<file path="src/rtl/select_rd.sv">
// select_rd: load-data alignment and sign/zero extension for the memory
// writeback path, plus a sticky misaligned-load flag for the trap logic.
// Optional build macro SELECT_RD_REG_OUT_EN registers rd_mem (one cycle
// latency, async reset to 0); when undefined rd_mem is combinational.
module select_rd #(
   parameter int REG_LEN = 32
) (
   input  logic               clk,
   input  logic               rst,
   input  logic [REG_LEN-1:0] rdata,
   input  logic [2:0]         sel_type,
   input  logic [1:0]         sel_addr_old,
   input  logic               ld_en,
   input  logic               clr_err,
   output logic [REG_LEN-1:0] rd_mem,
   output logic               misalign,
   output logic               misalign_err
);

   localparam logic [2:0] LD_B  = 3'b000;
   localparam logic [2:0] LD_H  = 3'b001;
   localparam logic [2:0] LD_W  = 3'b010;
   localparam logic [2:0] LD_BU = 3'b011;
   localparam logic [2:0] LD_HU = 3'b100;

   logic        [7:0]         byte_lane_p0;
   logic        [15:0]        half_lane_p0;
   logic        [REG_LEN-1:0] ext_p0;

   // Byte to register width; sign bit replicated only for signed loads.
   function automatic logic [REG_LEN-1:0] ext_byte(input logic signed [7:0] b,
                                                   input logic sgn);
      return {{(REG_LEN-8){sgn & b[7]}}, b};
   endfunction

   // Halfword to register width; sign bit replicated only for signed loads.
   function automatic logic [REG_LEN-1:0] ext_half(input logic signed [15:0] h,
                                                   input logic sgn);
      return {{(REG_LEN-16){sgn & h[15]}}, h};
   endfunction

   // Little-endian lane select; halfword uses only address bit 1.
   always_comb begin
      byte_lane_p0 = rdata[7:0];
      case (sel_addr_old)
         2'b00:   byte_lane_p0 = rdata[7:0];
         2'b01:   byte_lane_p0 = rdata[15:8];
         2'b10:   byte_lane_p0 = rdata[23:16];
         default: byte_lane_p0 = rdata[31:24];
      endcase
      half_lane_p0 = sel_addr_old[1] ? rdata[31:16] : rdata[15:0];
   end

   // Extension by load type; reserved encodings return zero.
   always_comb begin
      ext_p0 = '0;
      case (sel_type)
         LD_B:    ext_p0 = ext_byte(byte_lane_p0, 1'b1);
         LD_H:    ext_p0 = ext_half(half_lane_p0, 1'b1);
         LD_W:    ext_p0 = rdata;
         LD_BU:   ext_p0 = ext_byte(byte_lane_p0, 1'b0);
         LD_HU:   ext_p0 = ext_half(half_lane_p0, 1'b0);
         default: ext_p0 = '0;
      endcase
   end

   // Alignment check: halfwords need bit 0 clear, words need both bits clear.
   always_comb begin
      misalign = 1'b0;
      case (sel_type)
         LD_H, LD_HU: misalign = sel_addr_old[0];
         LD_W:        misalign = (sel_addr_old != 2'b00);
         default:     misalign = 1'b0;
      endcase
   end

   // Sticky error: clear wins over a simultaneous misaligned consume.
   always_ff @(posedge clk or posedge rst) begin
      if (rst)
         misalign_err <= 1'b0;
      else if (clr_err)
         misalign_err <= 1'b0;
      else if (ld_en && misalign)
         misalign_err <= 1'b1;
   end

`ifdef SELECT_RD_REG_OUT_EN
   logic [REG_LEN-1:0] rd_mem_p1;

   // Output register loads every cycle, independent of ld_en.
   always_ff @(posedge clk or posedge rst) begin
      if (rst)
         rd_mem_p1 <= '0;
      else
         rd_mem_p1 <= ext_p0;
   end

   assign rd_mem = rd_mem_p1;
`else
   assign rd_mem = ext_p0;
`endif

endmodule

</file>
<file path="config.mk">
export PLATFORM = sky130hd
export DESIGN_NAME = select_rd
export DESIGN_NICKNAME = d
export VERILOG_FILES = /design/src/rtl/select_rd.sv
export SDC_FILE = /design/constraint.sdc
export NUM_CORES = 1
export LEC_CHECK = 0
export ABC_AREA = 0
export CAP_MARGIN = 10
export CORE_ASPECT_RATIO = 1.2
export CORE_MARGIN = 2
export CORE_UTILIZATION = 35
export CTS_BUF_LIST = sky130_fd_sc_hd__clkbuf_4
export DETAILED_ROUTE_END_ITERATION = 10
export GPL_ROUTABILITY_DRIVEN = 1
export PLACE_DENSITY = 0.82
export SYNTH_ARGS = -nofsm -noshare
export SYNTH_HDL_FRONTEND = slang
export SYNTH_SLANG_ARGS = --single-unit
</file>
<file path="constraint.sdc">
create_clock -name clk -period 2 [get_ports clk]
set_input_delay 0.3 -clock clk [delete_from_list [all_inputs] [get_ports clk]]
set_output_delay 0.3 -clock clk [all_outputs]
set_load 0.02 [all_outputs]
</file>
==> impl_results.md, run 1 <==
- Worst Path Max Fanout: 2
- Clk_lat worst skew: 0 ps
- Max reg flops: 1
- Total length of routed wires: between 4000 and 5000 um
- Netlist cell types: 30
- Chip Height: 63.0 um
- Full die area: between 0.003 and 0.004 mm^2
- Yosys reg bits: 1
- Share of cells above drive strength 1: 0.498
- Number of synthesized flops with an enable pin: 0
- Fin. Hold Viols: 0
- Worst Setup End Kind: output pin
- I/O pins: between 70 and 80
- R2R cell count: 1
- Vias in the first global route: 1682
- Hold/Removal Path Class: in2async
- Fmax: 503 MHz
- Slew Limit Headroom: 0.743
- Worst Path Required: approximately 1700 ps
- PortBufs: 74
- Crit path time final: around 2000 ps
- GR Util met2: 0.533
- Largest net degree at the start of global routing: 13
- First-pass GRT wire length: 7480 um
- Top post-synthesis cells by area: a221o_1 (14%), mux4_2 (11%), a21oi_1 (9.9%), mux2i_1 (8.9%), mux2_2 (8.9%)
- Yosys warnings: 0
- Register area share after synthesis: 0.0247
- Layout area overhead: 111%
- Buf/Inv on CP: 2
- TritonRoute pass-1 iters: 4
- Post-Syn Instances: approximately 130
- GRT met1 Usage: 0.325
- GRT Max-Usage Layer: met2
- Crit-path leading delay family: buffers and inverters
- Layout Skew: 0 ps
- Pwr Density: 290 mW/mm^2
- Worst Tran Pin Value: 386 ps
- Critical path arrival: ~1700 ps
- Synth area leader: a221o_1
- Post-synth top area share: 0.138
- Net count after synthesis: 168
- # diodes: 0
- Most frequent cells in the layout: buf_4 (67), clkdlybuf4s50_1 (20), buf_2 (19)
- DP Wirelength: 3610 um
- Final ANT Viol Nets: 0
- Setup Viol. Count Final: 0
- Tcrit/Tclk final: 0.995
- Critical path, cell by cell: clkdlybuf4s50_1, mux4_2, a221o_1, buf_2
- CP max stage cell: mux4_2
- Largest registers: misalign_err (1)
- Max Slew Vio Count: 0
- Vias per inst: 5.67
- Via Count: 1616
- Status: completed
- Initial Util: 0.364
- Remaining Overflow, GRT: 0
- Pwr Total: 619 uW
- DRC: 0
- Tot GR Track Use: 0.284
- Grt met3 use: 0.0167
- Peak per-stage delay on the critical path: 470 ps
- Setup TNS: 0 ps
- Stages on worst setup path: 4
- Syn avg cell area: roughly 8 um^2
- Primary FF master, synth: dfrtp_1
- Final Non-Filler Cells: 285
- Clk slew on worst S/H paths: 0 ps
- Drt wl/cell: ~17 um
- GPL Wtd Cong: 0.838
- Most common cell after layout, fill and taps aside: buf_4
- Antenna violations before repair: 0
- Cells after DPL: 281
- Max Cap Violations: 0
- Ys async rst share: 1.00
- Pleak: 0.00113 uW
- Initial drt markers: 49
- Core Area: 0.00279 mm^2
- Largest reg by FF count: misalign_err
- Rows: 21
- Crit Path Class: in2out
- Horiz. Die Dim: 53.2 um
- Startpoint Class: primary input
- Cell Area, Synth: 0.00101 mm^2
- Max VDD drop: roughly 0.18 mV
- Core Util, Final: 0.768
- Nets: 294
-- stage by stage --
stage / setup slack (ps) / hold WS [ps] / instance area, um^2
3_3_place_gp: -732 / 442 / 2150
3_5_place_dp: -765 / 454 / 2150
5_1_grt: -9.96 / 473 / 2140
6_report: 10.2 / 456 / 2140
4_1_cts: 3.64 / 459 / 2100
2_1_floorplan: 161 / 28.7 / 1010
-- cells in the mapped netlist (all sizes together) (2+ instances only) --
cell,count
a21oi,20
nand2,17
a221o,14
nor2,14
buf,10
mux2i,10
mux2,9
mux4,7
inv,6
nand2b,4
a221oi,2
clkbuf,2
nor2b,2
-- worst paths after layout --
check / from / slack [ps] / to
setup / recovery: rdata[25] / 10 / rd_mem[1]
hold / removal: rst / 460 / misalign_err$_DFFE_PP0P_
setup reg to reg: misalign_err$_DFFE_PP0P_ / 1320 / misalign_err$_DFFE_PP0P_
hold reg to reg: misalign_err$_DFFE_PP0P_ / 490 / misalign_err$_DFFE_PP0P_
max in group asynchronous: rst / 1450 / misalign_err$_DFFE_PP0P_
min in group clk: misalign_err$_DFFE_PP0P_ / 490 / misalign_err$_DFFE_PP0P_
-- cell families after synthesis --
family / Yosys count / share of synthesized area
and+or+nand+nor: 39 / 0.165
DFF: 1 / 0.0247
AOI/OAI and AO/OA: 43 / 0.327
buffers and inverters: 18 / 0.106
muxes: 26 / 0.377
-- layer usage --
layer | vias to the layer above | part of all wire
met2 | 72 | 0.54
met1 | 789 | 0.39
met4 | 0 | 0.025
met5 | - | 0
met3 | 15 | 0.049
li1 | 740 | -
-- final cells by class --
cell class / instances / area, um^2
well taps: 34 / 42.5
fillers: 195 / 647
repair buffers: 136 / 1120
inverters: 6 / 22.5
flip-flops and latches: 1 / 25.0
multi-input cells: 108 / 923
-- where the power goes --
group | switching, uW | internal (uW)
clock | 0 | 0
sequential | 0.590 | 21.8
combinational | 287 | 309
total | 288 | 331
-- timing repair --
| action | in CTS | in global routing |
|---|---|---|
| resized for setup | 169 | 32 |
| setup endpoints to repair | 33 | 33 |
| hold buffers | 0 | 0 |
| cloned | 1 | 0 |
| pin swaps | 4 | 3 |
| endpoints found under the hold margin | 0 | 0 |
| buffers inserted | 3 | 0 |
Note: power is estimated with default switching activity, not from simulation.
==> inputs of run 2 (changes only) <==
--- a/config.mk
+++ b/config.mk
@@ -7,13 +7,15 @@
 export LEC_CHECK = 0
 export ABC_AREA = 0
 export CAP_MARGIN = 10
+export CELL_PAD_IN_SITES_DETAIL_PLACEMENT = 1
+export CELL_PAD_IN_SITES_GLOBAL_PLACEMENT = 1
 export CORE_ASPECT_RATIO = 1.2
 export CORE_MARGIN = 2
-export CORE_UTILIZATION = 35
+export CORE_UTILIZATION = 24
 export CTS_BUF_LIST = sky130_fd_sc_hd__clkbuf_4
 export DETAILED_ROUTE_END_ITERATION = 10
 export GPL_ROUTABILITY_DRIVEN = 1
-export PLACE_DENSITY = 0.82
+export PLACE_DENSITY_LB_ADDON = 0.1
 export SYNTH_ARGS = -nofsm -noshare
 export SYNTH_HDL_FRONTEND = slang
 export SYNTH_SLANG_ARGS = --single-unit
==> impl_results.md, run 2 (synthesis results as in run 1) <==
- Clk slew on worst S/H paths: 0 ps
- Max Cap Violations: 0
- Worst Path Max Fanout: 2
- Status: completed
- I/O pins: 75
- Largest reg by FF count: misalign_err
- Most common cell after layout, fill and taps aside: buf_4
- Core Area: 0.00400 mm^2
- Initial drt markers: 80
- Antenna violations before repair: 0
- Fin. Hold Viols: 0
- RSZ-0062 raised after global routing: yes
- Share of cells above drive strength 1: 0.506
- Layout Skew: 0 ps
- Post-cts hold buffer count: 0
- Slew Limit Headroom: 0.757
- First-pass GRT wire length: ~8600 um
- Nets: around 290
- # diodes: 0
- Flop2flop setup slack: approximately 1300 ps
- GPL Wtd Cong: 0.832
- Pwr Density: 292 mW/mm^2
- Worst Tran Pin Value: between 300 and 400 ps
- Rows: 25
- Fmax: approximately 500 MHz
- DRC: 0
- Largest registers: misalign_err (1)
- Hold/Removal Path Class: in2async
- Layout area overhead: 113%
- Drt wl/cell: 18.8 um
- Horiz. Die Dim: 63.4 um
- Worst Path Required: 1700 ps
- Setup ws final: 19.3 ps
- FF-to-FF End: misalign_err$_DFFE_PP0P_
- Pwr Total: ~630 uW
- # fillers: 539
- Max Slew Vio Count: 0
- Via Count: around 1600
- TritonRoute pass-1 iters: 4
- Tcrit/Tclk final: 0.990
- PortBufs: 74
- Most frequent cells in the layout: buf_4 (64), buf_2 (25), a21oi_1 (18), clkdlybuf4s50_1 (18), nand2_1 (17)
- Largest net degree at the start of global routing: 10
- DP Wirelength: 4410 um
- Tot GR Track Use: 0.232
- Worst Setup End Kind: output pin
- Full die area: 0.00477 mm^2
- Initial Util: 0.253
- Max reg flops: 1
- Crit path time final: between 1500 and 2000 ps
- Launch point of the worst reg-to-reg path: misalign_err$_DFFE_PP0P_
- Max VDD drop: 0.116 mV
- Chip Height: 75.2 um
- Pleak: roughly 0.0011 uW
- Vias per inst: 5.29
- Clk_lat worst skew: 0 ps
- R2R cell count: 1
- Setup Viol. Count Final: 0
- Total length of routed wires: 5740 um
- DP Worst Slack: -890 ps
- Crit Path Class: in2out
- Startpoint Class: primary input
- Critical path arrival: 1680 ps
- Vias in the first global route: ~1700
- Core Util, Final: 0.541
- Remaining Overflow, GRT: 0
- Final ANT Viol Nets: 0
==> run 2: cell types whose count changed in the layout (fill, tap and decap cells not counted), moves of 2 or more <==
cell | previous run | this run
buf_2 | 19 | 25
nor2_2 | 0 | 3
clkdlybuf4s50_1 | 20 | 18
dlygate4sd2_1 | 5 | 10
buf_4 | 67 | 64
nor2_1 | 12 | 10
dlymetal6s2s_1 | 12 | 9
buf_6 | 9 | 6
==> run 2: repair_timing <==
action | 4_1_cts | 5_1_grt
pin swaps | 3 | 3
setup buffers | 4 | 0
resized for setup | 177 | 23
gates cloned | 1 | 0
setup endpoints to repair | 33 | 29
==> run 2: how the worst max path moves through the flow <==
stage | startpoint | to | cells after the start
5_1_grt | rdata[24] | rd_mem[0] | 4
3_3_place_gp | sel_type[2] | rd_mem[12] | 5
3_5_place_dp | sel_type[0] | rd_mem[11] | 5
6_report | rdata[18] | rd_mem[2] | 4
2_1_floorplan | sel_type[1] | rd_mem[7] | 5
4_1_cts | rdata[11] | rd_mem[3] | 4
==> run 2: final cells by class <==
| cell class | instances | area, um^2 | area share |
|---|---|---|---|
| timing repair buffer | 136 | 1110 | 0.511 |
| tap | 54 | 67.6 | 0.0312 |
| multi-input combinational | 108 | 943 | 0.436 |
| sequential | 1 | 25.0 | 0.0116 |
| inverter | 6 | 22.5 | 0.0104 |
==> run 2: layer usage <==
metal / GRT usage / routed length [um]
met4: 0.0338 / 83
met2: 0.503 / 3280
met1: 0.252 / 2200
met5: 0 / 0
met3: 0.00897 / 180
==> run 2: report_power, final <==
group | total [uW] | switching (uW) | internal [uW]
Clock | 0 | 0 | 0
Combinational | 610 | 301 | 309
Sequential | 22.6 | 0.841 | 21.8
==> run 2: worst max-delay path: stages <==
cell             delay [ps]
clkdlybuf4s50_1         440
mux4_2                  460
a221o_1                 320
buf_4                   160
==> run 2: per-stage QoR <==
| stage | TNS, ps | hold slack, ps | cell area, um^2 | instances |
|---|---|---|---|---|
| 3_5_place_dp | -24810 | 451 | 2190 | 301 |
| 5_1_grt | -1.65 | 458 | 2160 | 305 |
| 6_report | 0 | 452 | 2160 | 305 |
| 3_3_place_gp | -23370 | 445 | 2190 | 301 |
| 2_1_floorplan | 0 | 28.7 | 1010 | 127 |
| 4_1_cts | 0 | 449 | 2150 | 306 |
